**src/rtl/load_unit_pkg.sv**
```systemverilog
// load_unit_pkg: load funct3 encodings, FSM states and the request legality check.
package load_unit_pkg;

    localparam logic [2:0] F3_LB  = 3'b000;
    localparam logic [2:0] F3_LH  = 3'b001;
    localparam logic [2:0] F3_LW  = 3'b010;
    localparam logic [2:0] F3_LBU = 3'b100;
    localparam logic [2:0] F3_LHU = 3'b101;

    typedef enum logic [2:0] {S_IDLE, S_REQ, S_WAIT, S_RESP, S_ERR} state_t;

    // True for an illegal funct3 or a halfword/word access off its natural alignment.
    function automatic logic load_bad(input logic [2:0] f3, input logic [1:0] a);
        return (f3 == 3'b011) || (f3[2:1] == 2'b11) ||
               (((f3 == F3_LH) || (f3 == F3_LHU)) && a[0]) ||
               ((f3 == F3_LW) && (a != 2'b00));
    endfunction

endpackage

```
**src/rtl/load_unit_align_extend.sv**
```systemverilog
// load_align_extend: selects the addressed byte/halfword of a little-endian word and extends it.
module load_align_extend
    import load_unit_pkg::*;
(
    input  logic [31:0] word,
    input  logic [1:0]  addr,
    input  logic [2:0]  funct3,
    output logic [31:0] value
);

    logic [7:0]  b;
    logic [15:0] h;

    always_comb begin
        b = addr[1] ? (addr[0] ? word[31:24] : word[23:16])
                    : (addr[0] ? word[15:8]  : word[7:0]);
        h = addr[1] ? word[31:16] : word[15:0];
        value = (funct3 == F3_LB)  ? {{24{b[7]}}, b}  :
                (funct3 == F3_LH)  ? {{16{h[15]}}, h} :
                (funct3 == F3_LW)  ? word             :
                (funct3 == F3_LBU) ? {24'd0, b}       :
                (funct3 == F3_LHU) ? {16'd0, h}       : 32'd0;
    end

endmodule

```
**src/rtl/load_unit.sv**
```systemverilog
// load_unit: one-at-a-time RISC-V load engine with memory and result valid/ready handshakes.
module load_unit
    import load_unit_pkg::*;
(
    input  logic        clk,
    input  logic        rst_n,
    input  logic        req_valid,
    output logic        req_ready,
    input  logic [31:0] req_addr,
    input  logic [2:0]  req_funct3,
    input  logic [4:0]  req_rd,
    output logic        mem_req_valid,
    input  logic        mem_req_ready,
    output logic [31:0] mem_addr,
    input  logic        mem_rsp_valid,
    input  logic [31:0] mem_rsp_data,
    output logic        res_valid,
    input  logic        res_ready,
    output logic [31:0] res_data,
    output logic [4:0]  res_rd,
    output logic        res_err
);

    state_t      state;
    logic [31:0] addr_q;
    logic [2:0]  funct3_q;
    logic [31:0] aligned;

    assign req_ready = (state == S_IDLE);
    assign mem_addr  = {addr_q[31:2], 2'b00};

    load_align_extend u_align (
        .word   (mem_rsp_data),
        .addr   (addr_q[1:0]),
        .funct3 (funct3_q),
        .value  (aligned)
    );

    always_ff @(posedge clk) begin
        if (!rst_n) begin
            state         <= S_IDLE;
            addr_q        <= '0;
            funct3_q      <= '0;
            mem_req_valid <= 1'b0;
            res_valid     <= 1'b0;
            res_err       <= 1'b0;
            res_data      <= '0;
            res_rd        <= '0;
        end else begin
            case (state)
                S_IDLE: if (req_valid) begin
                    addr_q   <= req_addr;
                    funct3_q <= req_funct3;
                    res_rd   <= req_rd;
                    if (load_bad(req_funct3, req_addr[1:0])) begin
                        state     <= S_ERR;
                        res_valid <= 1'b1;
                        res_err   <= 1'b1;
                        res_data  <= '0;
                    end else begin
                        state         <= S_REQ;
                        mem_req_valid <= 1'b1;
                    end
                end
                S_REQ: if (mem_req_ready) begin
                    state         <= S_WAIT;
                    mem_req_valid <= 1'b0;
                end
                S_WAIT: if (mem_rsp_valid) begin
                    state     <= S_RESP;
                    res_valid <= 1'b1;
                    res_err   <= 1'b0;
                    res_data  <= aligned;
                end
                S_RESP, S_ERR: if (res_ready) begin
                    state     <= S_IDLE;
                    res_valid <= 1'b0;
                    res_err   <= 1'b0;
                end
                default: state <= S_IDLE;
            endcase
        end
    end

endmodule

```
**config.mk**
```make
export PLATFORM = sky130hd
export DESIGN_NAME = load_unit
export DESIGN_NICKNAME = d
export VERILOG_FILES = /design/src/rtl/load_unit_pkg.sv /design/src/rtl/load_unit_align_extend.sv /design/src/rtl/load_unit.sv
export SDC_FILE = /design/constraint.sdc
export NUM_CORES = 1
export LEC_CHECK = 0
export ABC_AREA = 1
export CAP_MARGIN = 20
export CORE_MARGIN = 3
export CORE_UTILIZATION = 48
export CTS_BUF_LIST = sky130_fd_sc_hd__clkbuf_2 sky130_fd_sc_hd__clkbuf_4 sky130_fd_sc_hd__clkbuf_8
export CTS_CLUSTER_DIAMETER = 50
export DETAILED_ROUTE_END_ITERATION = 8
export PLACE_DENSITY_LB_ADDON = 0.1
export SKIP_CTS_REPAIR_TIMING = 1
export SLEW_MARGIN = 5
export SYNTH_ARGS = -nofsm -noshare
export SYNTH_HDL_FRONTEND = slang
export SYNTH_SLANG_ARGS = --single-unit
```
**constraint.sdc**
```tcl
create_clock -name clk -period 1.95 [get_ports clk]
set_input_delay 0.585 -clock clk [delete_from_list [all_inputs] [get_ports clk]]
set_output_delay 0.585 -clock clk [all_outputs]
set_load 0.01 [all_outputs]
```
==> results.ini <==
[cts]
clk_latency_ns = 0.36
clock-sinks = 78
numCtsBuffers = 9
cts_tree = yes
htreeDepth = 3
clk_pin_slew_ns = 0.09
cts_buffer_depth = 2
root_buffer = clkbuf_8

[yosys]
avgSynthCellArea_um2 = 6.447
syn_inst = 694
ys_seq_elements = 78
yosys_warnings = 0
synth_cell_types = 25
ys_seq_area_share_pct = 34.90
netlist_area_um2 = 4474

[drt]
dr.pass1.iters = 5
drt_iter0_markers = 202
ant_nets = 0
vias = 5003
wl_per_cell_um = 14.80
drc = 0
viasPerCell = 5.420
routed_wl_um = 13660

[global_route]
grt_max_degree = 72
antenna_found_initial = 0
grt_first_pass_wirelength_um = 21300
grt_use_total_pct = 25.31
grt.overflow.total = 0
grt_pass1_vias = 4692

[final_layout]
regArea_um2 = 1562
fill_cells = 810
syn_to_final_growth_pct = 36.75
diodes = 0
drive_gt1_share_pct = 10.55
multi_input_area_um2 = 2346
fin_nets = 889
final_cells = 923

[setup_path]
cp_cell_sequence = clkdlybuf4s50_1
path_buf_inv = 1
crit_slowest_cell = clkdlybuf4s50_1
cp.required_ns = 1.36
arrival_ns = 1.30
cp-start-kind = flip-flop
cpPeakStageDelay_ns = 0.59
crit_family = buffers and inverters
cp_max_fo = 2
worstSetupPathType = flip-flop to primary output
end_kind = primary output

[placed_design]
placedCellCount = 907
hpwl_um = 9914
portBuffers = 148
place.gp.congestion = 0.9248
pre_cts_slack_ns = -0.3231

[floorplan]
dieArea_um2 = 10520
rows = 34
floorplan.core_area_um2 = 8891
initial_core_util_pct = 50.32
dieWidth_um = 102.5
die_h_um = 102.5
ios = 151

[pwr]
vdd.ir_drop.worst_v = 0.0009260
p_leak_nw = 2.429
p_per_area_nw_per_um2 = 1224

[timing]
setup_slack_ns = 0.06746
clock.fmax_mhz = 531.2
final_max_slew_viol_count = 0
skew_ns = 0.01533
setup_viol = 0
grt_setup_unrepaired = false
hold_violations = 0
layout_worst_path_cycle_share_pct = 96.54
fin_crit_ns = 1.883
setup_tns_ns = 0

[outcome]
outcome = complete, no violations

[min_path]
min_path_type = flip-flop to flip-flop

[job]
cap_violations = 0

[registers in the layout (all words and copies together) (netlist names)]
| register | flops |
|---|---|
| addr_q | 32 |
| res_data | 32 |
| res_rd | 5 |
| funct3_q | 3 |
| state | 3 |
| mem_req_valid | 1 |
| res_err | 1 |
| res_valid | 1 |
[worst paths after layout]
check | cells past startpoint | end | start | slack (ns)
hold / removal | 2 | addr_q[31]$_SDFFE_PN0P_ | addr_q[31]$_SDFFE_PN0P_ | 0.46
setup reg to reg | 6 | res_data[22]$_SDFFE_PN0P_ | addr_q[1]$_SDFFE_PN0P_ | 0.18
setup / recovery | 1 | res_data[20] | res_data[20]$_SDFFE_PN0P_ | 0.07
hold reg to reg | 2 | addr_q[31]$_SDFFE_PN0P_ | addr_q[31]$_SDFFE_PN0P_ | 0.46
[metrics by stage]
step / power (mW) / hold WS, ns / util [%] / instance area [um^2]
2_1_floorplan: 4.948 / 0.4412 / - / 4478
3_3_place_gp: 6.294 / 0.4463 / 66.70 / 5931
3_5_place_dp: 6.354 / 0.4529 / 66.70 / 5931
4_1_cts: 7.445 / 0.4652 / 68.53 / 6093
5_1_grt: 8.095 / 0.4809 / 68.82 / 6118
6_report: 7.486 / 0.4630 / 68.82 / 6118
[report_power, final]
part | total (mW) | switching, mW | internal (mW)
Sequential | 2.14 | 0.220 | 1.92
Clock | 1.06 | 0.612 | 0.452
Combinational | 4.28 | 2.52 | 1.76
[synthesized netlist by cell type (all sizes together)]
library cell,count,area (um^2)
nand2,256,986.0
nand3,86,430.4
a21oi,85,455.4
dfxtp,78,1562
buf,56,379.1
inv,34,127.6
o21ai,34,170.2
nor2,21,121.4
clkbuf,20,75.07
nand4,10,62.56
o211ai,7,52.55
nor3,4,30.03
clkinv,1,3.750
conb,1,3.750
o2111ai,1,15.01
[cells in the final DEF, fill, tap and decap left out, drive strengths merged]
| cell | instances |
|---|---|
| clkinv | 4 |
| nor3 | 4 |
| clkdlybuf4s50 | 147 |
| clkbuf | 9 |
| nand4 | 10 |
| o21ai | 34 |
| a21oi | 85 |
| nand3 | 86 |
| dlymetal6s2s | 1 |
| buf | 32 |
| clkinvlp | 2 |
| o211ai | 7 |
| inv | 35 |
| dfxtp | 78 |
| nand2 | 256 |
| nor2 | 22 |
| o2111ai | 1 |
| conb | 2 |
[kinds of logic (layout without fill, tap and decap cells)]
| logic type | count (synthesis) | after routing | share of synthesized area [%] |
|---|---|---|---|
| AOI/OAI and AO/OA | 127 | 127 | 15.49 |
| buffers and inverters | 111 | 230 | 13.09 |
| other | 1 | 2 | 0.08381 |
| DFF | 78 | 78 | 34.90 |
| and+or+nand+nor | 377 | 378 | 36.44 |
[layer usage]
| layer | vias up | track usage, % | wire length, um |
|---|---|---|---|
| met2 | 216 | 42.30 | 6507 |
| met1 | 2284 | 29.97 | 5485 |
| met4 | 0 | 10.60 | 355 |
| li1 | 2472 | - | - |
| met3 | 31 | 8.051 | 1313 |
| met5 | - | 0 | 0 |
[layout make-up]
| cell class | count | share of cell area [%] |
|---|---|---|
| Inverter | 35 | 2.147 |
| Timing Repair Buffer | 180 | 29.12 |
| Clock buffer | 9 | 2.025 |
| Clock inverter | 6 | 0.6339 |
| Sequential cell | 78 | 25.52 |
| Tap cell | 108 | 2.209 |
| Multi-Input combinational cell | 507 | 38.34 |
Power figures use the tool's default switching activity.
